$ cat src/rtl/bitscan_unit.sv
// bitscan_unit: iterative CLZ / CTZ / CPOP unit.
// Holds a latched copy of the operand and shifts it by CHUNK bits every cycle,
// so the chunk under examination is always at a fixed position: the top CHUNK
// bits for CLZ, the bottom CHUNK bits for CTZ and CPOP.
module bitscan_unit #(
  parameter int WIDTH = 32,
  parameter int CHUNK = 4,
  parameter int BITS  = $clog2(WIDTH)
) (
  input  logic             i_clk,
  input  logic             i_rst_n,
  input  logic             i_valid,
  output logic             o_ready,
  input  logic [WIDTH-1:0] i_operand,
  input  logic [1:0]       i_op,
  output logic             o_valid,
  input  logic             i_ready,
  output logic [WIDTH-1:0] o_result
);

  localparam int NCH = WIDTH / CHUNK;

  localparam logic [1:0] S_IDLE = 2'd0;
  localparam logic [1:0] S_RUN  = 2'd1;
  localparam logic [1:0] S_DONE = 2'd2;

  localparam logic [1:0] OP_CLZ  = 2'b00;
  localparam logic [1:0] OP_CTZ  = 2'b01;
  localparam logic [1:0] OP_CPOP = 2'b10;

  logic [1:0]       r_state;
  logic [WIDTH-1:0] r_shreg;
  logic [1:0]       r_op;
  logic [BITS:0]    r_count;
  logic [BITS:0]    r_idx;

  logic [CHUNK-1:0] w_chunk;
  logic [BITS:0]    w_lz;
  logic [BITS:0]    w_tz;
  logic [BITS:0]    w_pc;
  logic             w_lz_found;
  logic             w_tz_found;
  logic [BITS:0]    w_add;
  logic [BITS:0]    w_sum;
  logic             w_last;
  logic             w_finish;

  // Select the chunk currently under examination.
  always_comb begin
    w_chunk = (r_op == OP_CLZ) ? r_shreg[WIDTH-1 -: CHUNK] : r_shreg[CHUNK-1:0];
  end

  // Per-chunk leading zeros, trailing zeros and population count.
  always_comb begin
    w_lz       = '0;
    w_tz       = '0;
    w_pc       = '0;
    w_lz_found = 1'b0;
    w_tz_found = 1'b0;
    for (int j = CHUNK - 1; j >= 0; j--) begin
      if (!w_lz_found) begin
        if (w_chunk[j]) w_lz_found = 1'b1;
        else            w_lz = w_lz + (BITS+1)'(1);
      end
    end
    for (int j = 0; j < CHUNK; j++) begin
      if (!w_tz_found) begin
        if (w_chunk[j]) w_tz_found = 1'b1;
        else            w_tz = w_tz + (BITS+1)'(1);
      end
      w_pc = w_pc + (BITS+1)'(w_chunk[j]);
    end
  end

  // Contribution of this cycle and whether the scan ends here.
  // An all-zero chunk yields CHUNK from the zero-counting loops above.
  always_comb begin
    w_last = (r_idx == (BITS+1)'(NCH - 1));
    case (r_op)
      OP_CLZ: begin
        w_add    = w_lz;
        w_finish = w_lz_found | w_last;
      end
      OP_CTZ: begin
        w_add    = w_tz;
        w_finish = w_tz_found | w_last;
      end
      OP_CPOP: begin
        w_add    = w_pc;
        w_finish = w_last;
      end
      default: begin
        w_add    = '0;
        w_finish = 1'b1;
      end
    endcase
    w_sum = r_count + w_add;
  end

  // Control FSM, datapath registers and registered handshakes.
  always_ff @(posedge i_clk or negedge i_rst_n) begin
    if (!i_rst_n) begin
      r_state  <= S_IDLE;
      r_shreg  <= '0;
      r_op     <= '0;
      r_count  <= '0;
      r_idx    <= '0;
      o_ready  <= 1'b1;
      o_valid  <= 1'b0;
      o_result <= '0;
    end else begin
      case (r_state)
        S_IDLE: begin
          if (i_valid && o_ready) begin
            r_shreg <= i_operand;
            r_op    <= i_op;
            r_count <= '0;
            r_idx   <= '0;
            o_ready <= 1'b0;
            r_state <= S_RUN;
          end
        end
        S_RUN: begin
          r_count <= w_sum;
          r_idx   <= r_idx + (BITS+1)'(1);
          r_shreg <= (r_op == OP_CLZ) ? (r_shreg << CHUNK) : (r_shreg >> CHUNK);
          if (w_finish) begin
            o_result <= WIDTH'(w_sum);
            o_valid  <= 1'b1;
            r_state  <= S_DONE;
          end
        end
        S_DONE: begin
          if (i_ready) begin
            o_valid <= 1'b0;
            o_ready <= 1'b1;
            r_state <= S_IDLE;
          end
        end
        default: begin
          o_valid <= 1'b0;
          o_ready <= 1'b1;
          r_state <= S_IDLE;
        end
      endcase
    end
  end

endmodule
$ cat config.mk
export PLATFORM = sky130hd
export DESIGN_NAME = bitscan_unit
export DESIGN_NICKNAME = d
export VERILOG_FILES = /design/src/rtl/bitscan_unit.sv
export SDC_FILE = /design/constraint.sdc
export NUM_CORES = 1
export LEC_CHECK = 0
export BUFFER_PORTS_ARGS = -buffer_cell sky130_fd_sc_hd__buf_2
export CAP_MARGIN = 5
export CORE_ASPECT_RATIO = 0.6
export CORE_UTILIZATION = 59
export DETAILED_ROUTE_END_ITERATION = 16
export MAX_ROUTING_LAYER = met4
export PLACE_DENSITY = 0.86
export SLEW_MARGIN = 0
export SYNTH_ARGS = -nofsm -noshare
export SYNTH_HDL_FRONTEND = slang
export SYNTH_SLANG_ARGS = --single-unit
$ cat constraint.sdc
create_clock -name i_clk -period 10.8 [get_ports i_clk]
set_input_delay 1.62 -clock i_clk [delete_from_list [all_inputs] [get_ports i_clk]]
set_output_delay 1.62 -clock i_clk [all_outputs]
set_load 0.005 [all_outputs]
======== Word-level counts from Yosys, hierarchy flattened ========
Index checks and enable logic that the tools add are counted.
word-level totals
  flip-flop bits (word level) ............. 56
  bits of input ports ..................... 38
  output and inout bits ................... 34
  logic and storage cells ................. 84
cells by class
  add/subtract/negate cells ............... 11
  eq/ne operators ......................... 8
  muxes and demuxes ....................... 43
  bitwise operators ....................... 4
  reductions and logical operators ........ 10
operators with widths
  cell                   number
  $mux W6                13
  $mux W32               2
  $pmux W32 S2           1
  $add A6 B1 Y6 const B  7
  $pmux W6 S2            2
  $pmux W6 S3            1
  $mux W1                16
  $pmux W1 S3            3
  $reduce_and A3 Y1      3
  $add A6 B6 Y6          1
  $eq A6 B3 Y1 const B   1
  $mux W2                3
  $ne A2 B2 Y1 const B   3
  $pmux W2 S3            1
  $reduce_and A2 Y1      3
  $add A3 B1 Y4          1
  $eq A2 B1 Y1 const B   2
  $eq A2 B2 Y1 const B   2
  $logic_not A2 Y1       2
  $mux W4                1
  $add A2 B1 Y3          1
  $add A1 B1 Y2          1
  $not A1 Y1             2
  $or A1 B1 Y1           2
  2 further kinds        2

======== Logic depth before layout (Yosys ltp) ========
Gate-level depths: netlist (run 1).
  depth in word-level cells ............... 15
  mapped depth ............................ 20

======== Least setup slack after synthesis (run 1) ========
No wires, ideal clock.
  path kind ............................... register to register
  start point ............................. register r_op[1]
  end point ............................... register r_count[5]
  library setup time ...................... 0.136 ns
  arrival time ............................ 3.648 ns
  path slack .............................. 7.016 ns
  cell stages (with the launch flop) ...... 20
  period minus slack after synthesis ...... 3.784 ns
  cell sequence ........................... dfrtp_1 -> buf_6 -> or2_4 -> buf_6 -> clkbuf_1 -> nand2_1 -> a21boi_0 -> inv_1 -> fa_1 -> ha_1 -> ha_1 -> nand3b_1 -> o211a_1 -> inv_1 -> ha_1 -> a21o_1 -> a211oi_1 -> nor2_1 -> xnor2_1 -> o22ai_1
on the way
  cells in the longest elaborated chain, start to end .. 15
ends and longest elaborated chain
  what                                     RTL line  source
  start, declared                          33        logic [1:0] r_op;
  start signal, assigned                   116       r_op <= i_op;
  $logic_not A2 Y1                         50, 79
  $mux W4                                  50        w_chunk = (r_op == OP_CLZ) ? r_shreg[WIDTH-1 -: CHUNK] : r_shreg[CHUNK-1:0];
  $mux W1, on equally long branches        68, 62
  $add A6 B1 Y6, on equally long branches  69, 63
  $mux W6, on equally long branches        68, 62
  $mux W6, on equally long branches        67, 61
  $add A6 B1 Y6, on equally long branches  69, 63
  $mux W6, on equally long branches        68, 62
  $mux W6, on equally long branches        67, 61
  $add A6 B1 Y6, on equally long branches  69, 63
  $mux W6, on equally long branches        68, 62
  $mux W6, on equally long branches        67, 61
  $pmux W6 S3 (*)                          79        case (r_op)
  $add A6 B6 Y6 (*)                        97        w_sum = r_count + w_add;
  $pmux W6 S2 (*)                          112       case (r_state)
  end signal, assigned                     124       r_count <= w_sum;
  end, declared                            34        logic [BITS:0] r_count;
Mark *: on every way between the ends. The rest lies on a longest branch, timed or not.
A chain may end at the register's enable or synchronous reset.

======== Worst setup path after layout (run 1) ========
Same ends and word-level chain as after synthesis.

==> run summary, run 1 <==
### Timing
• 247 MHz — Max Clock Freq
• 0 — total count of hold-check failures in the final report
• 0 — number of setup violations in the final report
• 0 — final count of pins violating max slew
• 13.1 ps — Clock Skews
• 37.5% — part of the cycle the worst path needs
• 4050 ps — time the worst path needs with I/O delays and setup
• 0 ps — total negative slack
• 1180 ps — transition at the pin with the smallest max-transition slack
• 21.2% — relative max-transition margin
• false — unrepaired setup endpoints after global routing

### Synth
• sky130_fd_sc_hd__dfrtp_1 — dominant cell type by area after synthesis
• 0 — number of flops mapped to enable cells by yosys
• 40.1% — Yosys top cell area share
• 56 — synthesized flop and latch total
• 3440 µm² — netlist area before placement
• 100% — share of flip-flops with an asynchronous set or reset after synthesis
• 416 — synthesized instance count
• 40.8% — sequential cell area fraction in the yosys report
• sky130_fd_sc_hd__dfrtp_1 — dominant register cell in the synthesized netlist
• sky130_fd_sc_hd__dfrtp_1 (40%), sky130_fd_sc_hd__nand2_1 (10%), sky130_fd_sc_hd__a21oi_1 (8.4%), sky130_fd_sc_hd__o21ai_0 (6.8%), sky130_fd_sc_hd__buf_4 (5.7%) — cell types with the largest area share after synthesis
• 0 — number of synthesis warnings
• 49 — number of different library cells in the post-synthesis netlist
• 8.26 µm² — Mean Syn Cell Area

### Placement
• 45 — buffers added on ports
• 5380 µm — placed wire-length estimate after detailed placement
• 0.878 — global placer's final weighted congestion

### Pwr
• 97.1 nW/µm² — PD cells
• 0.360 mW — PnR Total Power
• 1.65 nW — Static Leakage
• 53.9 µV — VDD IR max

### Worst setup path
• adder cells — gate family responsible for the most delay along the worst path
• 10950 ps — worst endpoint required time
• 500 ps — crit-path max cell delay
• 29 — Max FO, Critical Path
• or2_4 > nand2_1 > a21boi_0 > inv_1 > fa_1 > ha_1 > ha_1 > nand3b_1 > o211a_1 > inv_1 > ha_1 > a21o_1 > a211oi_1 > nor2_1 > xnor2_1 > o22ai_1 — cells along the critical path
• flip-flop to flip-flop — crit path kind
• 16 — Stages on worst setup path
• flip-flop — CP startpoint kind
• 2 — number of buffer and inverter stages on the critical path
• flip-flop — nature of the critical path endpoint
• 16 — cells on worst reg2reg path
• sky130_fd_sc_hd__dfrtp_1 — cell with the biggest individual delay on the critical path
• sky130_fd_sc_hd__ha_1 — CP dominant cell by count
• 4190 ps — Critical Path AT

### Run status
• finished, final reports clean — status

### Finish
• 0 — antenna diode count
• 470 — number of fillers in the final layout
• 1790 µm² — multi-input gate area in the final layout
• sky130_fd_sc_hd__nand2_1 — most frequent standard cell in the layout excluding fill and tap cells
• sky130_fd_sc_hd__nand2_1 (93), sky130_fd_sc_hd__a21oi_1 (58), sky130_fd_sc_hd__dfrtp_1 (55) — most frequent cells in the layout
• 498 — count of nets after finishing
• 1400 µm² — register area
• 16.1% — share of cells above drive strength 1
• 7.90% — Area Overhead vs Synth

### Routing
• 5 — First-pass DRT Iterations
• 221 — drt initial violations
• 0 — residual DRC count
• 2948 — vias
• 14.9 µm — drt wl/cell
• 0 — antenna violation net count after detailed routing
• 7830 µm — detailed-route wire length
• 5.59 — routed via count divided by cell count

### Clock tree
• 2 — clk buf depth
• 56 — sinks on the clock net
• 0 — number of post-CTS setup repair buffers
• 90 ps — clock-pin transition on the worst setup and hold timing paths
• 0 — post-cts hold buffer count
• built — clock tree from TritonCTS
• 310 ps — Worst-Skew Late Latency
• 2 — number of H-tree levels
• 0 — number of cells upsized or downsized after cts
• 5 — Num CTS Buffers
• sky130_fd_sc_hd__clkbuf_8 — root buf cell

### Floorplanning
• 61.4% — starting density of the core
• 101 µm — die width
• 6140 µm² — area of the die
• 72 — Top-Level Pins
• 5600 µm² — area of the core
• 21 — number of rows in the core area
• 61.1 µm — Die H

### Worst hold path
• 1 — depth of the worst hold-timing path
• flip-flop to flip-flop — Hold/Removal Path Class

### Global routing
• 0 — initial antenna violation count
• 12400 µm — global-route wire length before repair
• 2503 — number of global-route vias before repair
• 27.2% — total track usage
• 0 — sum of overflow across all layers after global routing
• 68 — largest net degree at the start of global routing

### Run
• 0 — max-cap check violation count

metal layers:
metal  vias to the layer above  wire (µm)  track usage (%)
li1                       1421          -                -
met1                      1397       3790             38.7
met2                       120       3370             38.9
met3                        10        599             6.92
met4                         0         74             6.63
met5                         -          0                -
cell families (layout without fill, tap and decap cells):
group / after synthesis / count (layout) / share of synthesized area (%)
flip-flops: 56 / 56 / 40.8
other: 1 / 27 / 0.109
multiplexers: 14 / 14 / 4.59
AO/OA/AOI/OAI: 127 / 127 / 20.2
buffers and inverters: 66 / 71 / 10.7
adder cells (fa/ha/maj): 12 / 12 / 4.81
AND/OR/NAND/NOR: 133 / 133 / 17.0
XOR/XNOR: 7 / 7 / 1.78
power breakdown:
part | leakage (nW) | internal (mW) | switching, mW
registers | 0.654 | 0.210 | 0
clock network | 0.0501 | 0.0667 | 0.0660
logic | 0.944 | 0.00717 | 0.0105
total | 1.65 | 0.283 | 0.0765
synth_stat cells, types with 2 or more instances:
master / number
sky130_fd_sc_hd__a21o_1: 4
sky130_fd_sc_hd__a21oi_1: 58
sky130_fd_sc_hd__buf_1: 3
sky130_fd_sc_hd__buf_2: 5
sky130_fd_sc_hd__buf_4: 26
sky130_fd_sc_hd__buf_6: 2
sky130_fd_sc_hd__clkbuf_1: 15
sky130_fd_sc_hd__dfrtp_1: 55
sky130_fd_sc_hd__fa_1: 2
sky130_fd_sc_hd__ha_1: 10
sky130_fd_sc_hd__inv_1: 15
sky130_fd_sc_hd__mux2_2: 4
sky130_fd_sc_hd__mux2i_1: 9
sky130_fd_sc_hd__nand2_1: 94
sky130_fd_sc_hd__nand3_1: 5
sky130_fd_sc_hd__nand3b_1: 4
sky130_fd_sc_hd__nand4_1: 3
sky130_fd_sc_hd__nor2_1: 13
sky130_fd_sc_hd__nor2b_1: 2
sky130_fd_sc_hd__nor4_1: 3
sky130_fd_sc_hd__o21ai_0: 47
sky130_fd_sc_hd__o21ai_1: 2
sky130_fd_sc_hd__o22ai_1: 4
sky130_fd_sc_hd__xnor2_1: 2
sky130_fd_sc_hd__xor2_1: 5
metrics by stage:
stage	worst slack (ps)	utilization, %	cells	cell area [µm²]	hold WS (ps)
after floorplan	7020	-	442	3530	460
final	6750	66.2	527	3710	508
after CTS	6780	66.2	527	3710	509
after global placement	7040	64.5	521	3610	481
after global routing	6490	66.2	527	3710	513
after detailed placement	6820	64.5	521	3610	497
flip-flops by register name (all words and copies together) (netlist names):
register,flops
o_ready,1
o_result,6
r_idx,6
r_count,6
r_state,2
r_shreg,32
r_op,2
o_valid,1
worst paths after layout:
path,start,to,slack [ps]
max in group asynchronous,i_rst_n,r_count[0],8870
worst min register to register,r_idx[5],r_idx[5],510
worst max-delay path,r_op[1],r_count[5],6750
worst min-delay path,r_idx[5],r_idx[5],510
worst max register to register,r_op[1],r_count[5],6750
min in group asynchronous,i_rst_n,r_idx[1],1430
final cells by class:
| cell class | count | area share, % |
|---|---|---|
| Tap cell | 80 | 2.70 |
| Clock inverter | 1 | 0.810 |
| Clock buffer | 5 | 1.86 |
| Multi-Input combinational cell | 320 | 48.2 |
| Inverter | 15 | 1.52 |
| Timing Repair Buffer | 50 | 7.09 |
| Sequential cell | 56 | 37.8 |
No activity file was read; power rests on OpenSTA's default activity.
==> inputs of run 2 (changes only) <==
--- a/config.mk
+++ b/config.mk
@@ -8,10 +8,10 @@
 export BUFFER_PORTS_ARGS = -buffer_cell sky130_fd_sc_hd__buf_2
 export CAP_MARGIN = 5
 export CORE_ASPECT_RATIO = 0.6
-export CORE_UTILIZATION = 59
+export CORE_UTILIZATION = 55
 export DETAILED_ROUTE_END_ITERATION = 16
 export MAX_ROUTING_LAYER = met4
-export PLACE_DENSITY = 0.86
+export PLACE_DENSITY = 0.81
 export SLEW_MARGIN = 0
 export SYNTH_ARGS = -nofsm -noshare
 export SYNTH_HDL_FRONTEND = slang
==> constraint.sdc (replaced) <==
create_clock -name i_clk -period 4 [get_ports i_clk]
set_input_delay 0.6 -clock i_clk [delete_from_list [all_inputs] [get_ports i_clk]]
set_output_delay 0.6 -clock i_clk [all_outputs]
set_load 0.005 [all_outputs]
==> run 2 against run 1 <==
Compared with the run above:
- utilization down 1.4 points
- critical endpoint unchanged
- flip-flop and latch count unchanged
- power rose to 2.8 times the previous value
- non-clock buffer count up 4
- largest cell class unchanged
- routed wire length up 2.5%
==> run summary, run 2 (same netlist as run 1, synthesis figures left out) <==
### Finish
• 502 — count of nets after finishing, +0.80%
• r_shreg — register with the most flip-flops
• 64.9% — post-layout utilization of the core, -1.4 points
• 17.2% — share of cells above drive strength 1, +1.1 points
• 9.14% — Area Overhead vs Synth
• 0 — antenna diode count, unchanged
• sky130_fd_sc_hd__nand2_1 — most frequent standard cell in the layout excluding fill and tap cells
• 518 — number of fillers in the final layout, +10%
• 32 — max reg flops, unchanged
• sky130_fd_sc_hd__nand2_1 (93), sky130_fd_sc_hd__a21oi_1 (58), sky130_fd_sc_hd__dfrtp_1 (55) — most frequent cells in the layout

### Clock tree
• 0 — post-cts hold buffer count, unchanged
• 100 ps — clock-pin transition on the worst setup and hold timing paths, about the same
• built — clock tree from TritonCTS
• 2 — number of H-tree levels, unchanged
• 2 — clk buf depth, unchanged
• 56 — sinks on the clock net, unchanged
• sky130_fd_sc_hd__clkbuf_8 — root buf cell
• 0 — number of cells upsized or downsized after cts, unchanged
• 310 ps — Worst-Skew Late Latency, about the same
• 5 — Num CTS Buffers, unchanged
• 0 — number of post-CTS setup repair buffers, unchanged

### Timing
• 303 ps — worst setup slack after layout, -6450 ps
• 763 ps — transition at the pin with the smallest max-transition slack, -415 ps
• 11.6 ps — Clock Skews, -1.47 ps
• 270 MHz — Max Clock Freq, +9.4%
• 49.1% — relative max-transition margin, +28 points
• false — unrepaired setup endpoints after global routing
• 0 — final count of pins violating max slew, unchanged
• 92.4% — part of the cycle the worst path needs, +55 points
• 0 — number of setup violations in the final report, unchanged
• 0 ps — total negative slack, unchanged
• 3700 ps — time the worst path needs with I/O delays and setup, -349 ps
• 0 — total count of hold-check failures in the final report, unchanged

### Floorplanning
• 63.2 µm — Die H, +3.5%
• 104 µm — die width, +3.5%
• 6580 µm² — area of the die, +7.1%
• 59.4% — starting density of the core, -2.0 points
• 72 — Top-Level Pins, unchanged
• 5780 µm² — area of the core, +3.3%
• 21 — number of rows in the core area, unchanged

### Global routing
• 0 — sum of overflow across all layers after global routing, unchanged
• 13300 µm — global-route wire length before repair, +7.6%
• 0 — initial antenna violation count, unchanged
• 26.2% — total track usage, -1.0 points
• 2688 — number of global-route vias before repair, +7.4%
• 41 — largest net degree at the start of global routing, -40%

### Placement
• 315 ps — minimum setup slack after placement, -6500 ps
• 5700 µm — placed wire-length estimate after detailed placement, +6.0%
• 0.902 — global placer's final weighted congestion, +2.7%
• 45 — buffers added on ports, unchanged

### Routing
• 0 — residual DRC count, unchanged
• 5 — First-pass DRT Iterations, unchanged
• 0 — antenna violation net count after detailed routing, unchanged
• 349 — drt initial violations, +58%
• 8030 µm — detailed-route wire length, +2.5%
• 3043 — vias, +3.2%
• 5.71 — routed via count divided by cell count, +2.1%
• 15.1 µm — drt wl/cell, +1.3%

### Worst setup path
• 480 ps — crit-path max cell delay, -20 ps
• 2 — number of buffer and inverter stages on the critical path, unchanged
• flip-flop to flip-flop — crit path kind
• 15 — Max FO, Critical Path, -48%
• or2_4 > nand2_1 > a21boi_0 > inv_1 > fa_1 > ha_1 > ha_1 > nand3b_1 > o211a_1 > inv_1 > ha_1 > a21o_1 > a211oi_1 > nor2_1 > xnor2_1 > o22ai_1 — cells along the critical path
• adder cells — gate family responsible for the most delay along the worst path
• flip-flop — nature of the critical path endpoint
• 4180 ps — worst endpoint required time, -6770 ps
• sky130_fd_sc_hd__fa_1 — cell with the biggest individual delay on the critical path
• flip-flop — CP startpoint kind
• sky130_fd_sc_hd__ha_1 — CP dominant cell by count
• 3880 ps — Critical Path AT, -310 ps

### Pwr
• 1.67 nW — Static Leakage, +1.3%
• 265 nW/µm² — PD cells, +170%
• 181 µV — VDD IR max, +240%

### Run
• 0 — max-cap check violation count, unchanged

### Run status
• finished, final reports clean — status

### Worst hold path
• input port to async pin — Hold/Removal Path Class

[run 2: changes by cell type in the layout (fill, tap and decap cells not counted), sizes merged]
| cell | previous run | this run |
|---|---|---|
| clkinv | 0 | 1 |
| clkinvlp | 0 | 1 |
| buf | 50 | 54 |
[run 2: power breakdown]
part | switching, mW | internal [mW]
logic | 0.0284 | 0.0193
registers | 0 | 0.566
clock network | 0.196 | 0.186
total | 0.224 | 0.771
[run 2: path summary, 6_finish.rpt]
path / from / end / slack [ps] / cells after the start
max: r_op[1] / r_count[5] / 300 / 16
min: i_rst_n / o_result[5] / 250 / 1
max reg2reg: r_op[1] / r_count[5] / 300 / 16
min reg2reg: r_idx[5] / r_idx[5] / 510 / 1
max in group asynchronous: i_rst_n / r_shreg[29] / 2930 / 2
min in group i_clk: i_op[1] / r_op[1] / 510 / 3
[run 2: worst reg2reg max path, stage by stage, from the launching register on]
cell	delay (ps)
sky130_fd_sc_hd__dfrtp_1	390
sky130_fd_sc_hd__or2_4	330
sky130_fd_sc_hd__nand2_1	80
sky130_fd_sc_hd__a21boi_0	310
sky130_fd_sc_hd__inv_1	120
sky130_fd_sc_hd__fa_1	480
sky130_fd_sc_hd__ha_1	210
sky130_fd_sc_hd__ha_1	260
sky130_fd_sc_hd__nand3b_1	80
sky130_fd_sc_hd__o211a_1	190
sky130_fd_sc_hd__inv_1	60
sky130_fd_sc_hd__ha_1	260
sky130_fd_sc_hd__a21o_1	190
sky130_fd_sc_hd__a211oi_1	230
sky130_fd_sc_hd__nor2_1	90
sky130_fd_sc_hd__xnor2_1	200
sky130_fd_sc_hd__o22ai_1	100
[run 2: layer usage]
layer  GRT usage [%]  up-vias  routed length, µm
met5               -        -                  0
li1                -     1437                  -
met4            4.46        0                 59
met3            4.04        9                608
met2            36.1      132               3370
met1            40.7     1465               3990
[run 2: layout make-up]
cell class	count	area [µm²]	share of cell area [%]
Clock buffer	5	68.8	1.84
Timing Repair Buffer	54	293	7.81
Clock inverter	3	42.5	1.13
Tap cell	80	100	2.67
Sequential cell	56	1400	37.4
Inverter	15	56.3	1.50
Multi-Input combinational cell	320	1790	47.6
[run 2: per-stage QoR]
stage	std cells	power (mW)	cell area, µm²	hold slack [ps]
floorplan	442	0.610	3530	304
global placement	525	0.624	3640	485
detailed placement	525	0.624	3640	496
CTS	533	0.995	3750	258
global route	533	1.03	3750	274
finish	533	0.995	3750	246
==> inputs of run 3 (changes only) <==
==> constraint.sdc (replaced) <==
create_clock -name i_clk -period 3.9 [get_ports i_clk]
set_input_delay 0.585 -clock i_clk [delete_from_list [all_inputs] [get_ports i_clk]]
set_output_delay 0.585 -clock i_clk [all_outputs]
set_load 0.005 [all_outputs]
==> run 3 against run 2 <==
Compared with the run above:
- combinational power rose by 4%
- final cell count did not move
- first-iteration DRC count fell by 15%
- register-to-register slack got worse by 30 ps
- critical path type unchanged
- highest routed layer unchanged
==> run summary, run 3 (same netlist as run 1, synthesis figures left out) <==
### Run status
• finished, final reports clean — status

### Worst setup path
• flip-flop — CP startpoint kind
• 3800 ps — Critical Path AT, -80 ps
• sky130_fd_sc_hd__fa_1 — cell with the biggest individual delay on the critical path
• adder cells — gate family responsible for the most delay along the worst path
• 11 — Max FO, Critical Path, -4
• r_op[1] — reg-to-reg critical path startpoint
• r_count[5] — worst reg2reg endpoint
• 4080 ps — worst endpoint required time, -100 ps
• flip-flop to flip-flop — crit path kind
• 2 — number of buffer and inverter stages on the critical path, unchanged
• 16 — cells on worst reg2reg path, unchanged
• sky130_fd_sc_hd__ha_1 — CP dominant cell by count
• flip-flop — nature of the critical path endpoint
• or2_4 > nand2_1 > a21boi_1 > inv_1 > fa_1 > ha_1 > ha_1 > nand3b_1 > o211a_1 > inv_1 > ha_1 > a21o_1 > a211oi_1 > nor2_1 > xnor2_1 > o22ai_1 — cells along the critical path
• 280 ps — slack of the worst reg-to-reg path, -30 ps
• 480 ps — crit-path max cell delay, about the same

### Routing
• 2989 — vias, -1.8%
• 4 — First-pass DRT Iterations, -1
• 0 — residual DRC count, unchanged
• 295 — drt initial violations, -15%
• 0 — antenna violation net count after detailed routing, unchanged
• 5.61 — routed via count divided by cell count, -1.8%
• 15.1 µm — drt wl/cell, +0.61%
• 8070 µm — detailed-route wire length, +0.61%

### Placement
• 3640 µm² — post-placement cell area, unchanged
• 238 ps — minimum setup slack after placement, -77.2 ps
• 525 — number of placed cells counting well taps, unchanged
• 45 — buffers added on ports, unchanged
• 0.896 — global placer's final weighted congestion, -0.63%
• 5740 µm — placed wire-length estimate after detailed placement, +0.66%

### Timing
• 92.9% — part of the cycle the worst path needs, +0.47 points
• 796 ps — transition at the pin with the smallest max-transition slack, +33.5 ps
• 276 MHz — Max Clock Freq, +2.0%
• 0 — total count of hold-check failures in the final report, unchanged
• 277 ps — worst setup slack after layout, -26.0 ps
• 46.4% — relative max-transition margin, -2.6 points
• 0 — number of setup violations in the final report, unchanged
• 275 ps — worst slack on hold paths, +28.8 ps
• 0 — final count of pins violating max slew, unchanged
• 3620 ps — time the worst path needs with I/O delays and setup, -74.0 ps
• 0 ps — total negative slack, unchanged
• false — unrepaired setup endpoints after global routing
• 9.83 ps — Clock Skews, -1.75 ps

### Global routing
• 2720 — number of global-route vias before repair, +1.2%
• 0 — sum of overflow across all layers after global routing, unchanged
• 0 — initial antenna violation count, unchanged
• 27.1% — total track usage, +0.90 points
• 13500 µm — global-route wire length before repair, +1.0%
• 66 — largest net degree at the start of global routing, +61%

### Clock tree
• 0 — number of cells upsized or downsized after cts, unchanged
• 2 — number of H-tree levels, unchanged
• 2 — clk buf depth, unchanged
• sky130_fd_sc_hd__clkbuf_8 — root buf cell
• built — clock tree from TritonCTS
• 100 ps — clock-pin transition on the worst setup and hold timing paths, about the same
• 56 — sinks on the clock net, unchanged
• 320 ps — Worst-Skew Late Latency, about the same
• 5 — Num CTS Buffers, unchanged
• 0 — number of post-CTS setup repair buffers, unchanged
• 0 — post-cts hold buffer count, unchanged

### Finish
• 533 — non-filler cells, final, unchanged
• 65.1% — post-layout utilization of the core, +0.26 points
• sky130_fd_sc_hd__nand2_1 (93), sky130_fd_sc_hd__a21oi_1 (58), sky130_fd_sc_hd__dfrtp_1 (55) — most frequent cells in the layout
• 0 — antenna diode count, unchanged
• 522 — number of fillers in the final layout, +0.77%
• 32 — max reg flops, unchanged
• sky130_fd_sc_hd__nand2_1 — most frequent standard cell in the layout excluding fill and tap cells
• 17.2% — share of cells above drive strength 1, unchanged
• 9.58% — Area Overhead vs Synth
• 502 — count of nets after finishing, unchanged
• 3760 µm² — finished layout cell area, +0.40%
• r_shreg — register with the most flip-flops

### Floorplanning
• 5780 µm² — area of the core, unchanged
• 72 — Top-Level Pins, unchanged
• 21 — number of rows in the core area, unchanged
• 59.4% — starting density of the core, unchanged
• 6580 µm² — area of the die, unchanged
• 63.2 µm — Die H, unchanged
• 104 µm — die width, unchanged

### Pwr
• 279 nW/µm² — PD cells, +5.3%
• 0.225 mW — switching power, +0.49%
• 139 µV — VDD IR max, -23%
• 0.827 mW — Power Internal, +7.3%
• 55.1% — power share of the sequential group, -1.8 points
• 4.7% — combinational cell fraction of total power, about the same
• 1.05 mW — PnR Total Power, +5.8%
• 40.1% — clock network power share, +1.8 points
• 1.68 nW — Static Leakage, +0.70%
• 21.4% — switching power as a share of total power, -1.1 points

### Worst hold path
• input port to async pin — Hold/Removal Path Class

### Run
• 0 — max-cap check violation count, unchanged

==> run 3: layout make-up <==
| type | instances | area [µm²] | share of cell area [%] |
|---|---|---|---|
| multi-input combinational | 320 | 1790 | 47.5 |
| sequential | 56 | 1400 | 37.3 |
| timing repair buffer | 54 | 293 | 7.78 |
| tap | 80 | 100 | 2.66 |
| clock buffer | 7 | 96.3 | 2.56 |
| inverter | 15 | 56.3 | 1.50 |
| clock inverter | 1 | 30.0 | 0.798 |
==> run 3: routing by layer <==
metal  wire length, µm  track usage, %
met4               127            8.21
met2              3280            35.8
met5                 0               -
met3               530            5.69
met1              4140            40.9
==> run 3: power groups by stage <==
stage	Clock (mW)	Sequential (mW)	Combinational [mW]
floorplan	0	0.592	0.0341
global placement	0	0.592	0.0486
detailed placement	0	0.592	0.0498
CTS	0.431	0.580	0.0500
global route	0.452	0.580	0.0573
finish	0.422	0.580	0.0496
==> run 3: worst max path at each step <==
stage	from	endpoint	cells past startpoint
final	r_op[1]	r_count[5]	16
after global routing	r_op[1]	r_count[5]	16
after CTS	r_op[1]	r_count[5]	16
after detailed placement	r_op[1]	r_count[5]	16
after global placement	r_op[1]	r_count[5]	16
after floorplan	r_op[1]	r_count[5]	19
==> run 3: worst register-to-register path: stages, from the launching register on <==
cell and delay [ps]:
sky130_fd_sc_hd__dfrtp_1 390, sky130_fd_sc_hd__or2_4 320, sky130_fd_sc_hd__nand2_1 90, sky130_fd_sc_hd__a21boi_1 220, sky130_fd_sc_hd__inv_1 90, sky130_fd_sc_hd__fa_1 480
sky130_fd_sc_hd__ha_1 220, sky130_fd_sc_hd__ha_1 270, sky130_fd_sc_hd__nand3b_1 80, sky130_fd_sc_hd__o211a_1 190, sky130_fd_sc_hd__inv_1 60, sky130_fd_sc_hd__ha_1 260
sky130_fd_sc_hd__a21o_1 190, sky130_fd_sc_hd__a211oi_1 230, sky130_fd_sc_hd__nor2_1 90, sky130_fd_sc_hd__xnor2_1 210, sky130_fd_sc_hd__o22ai_1 100
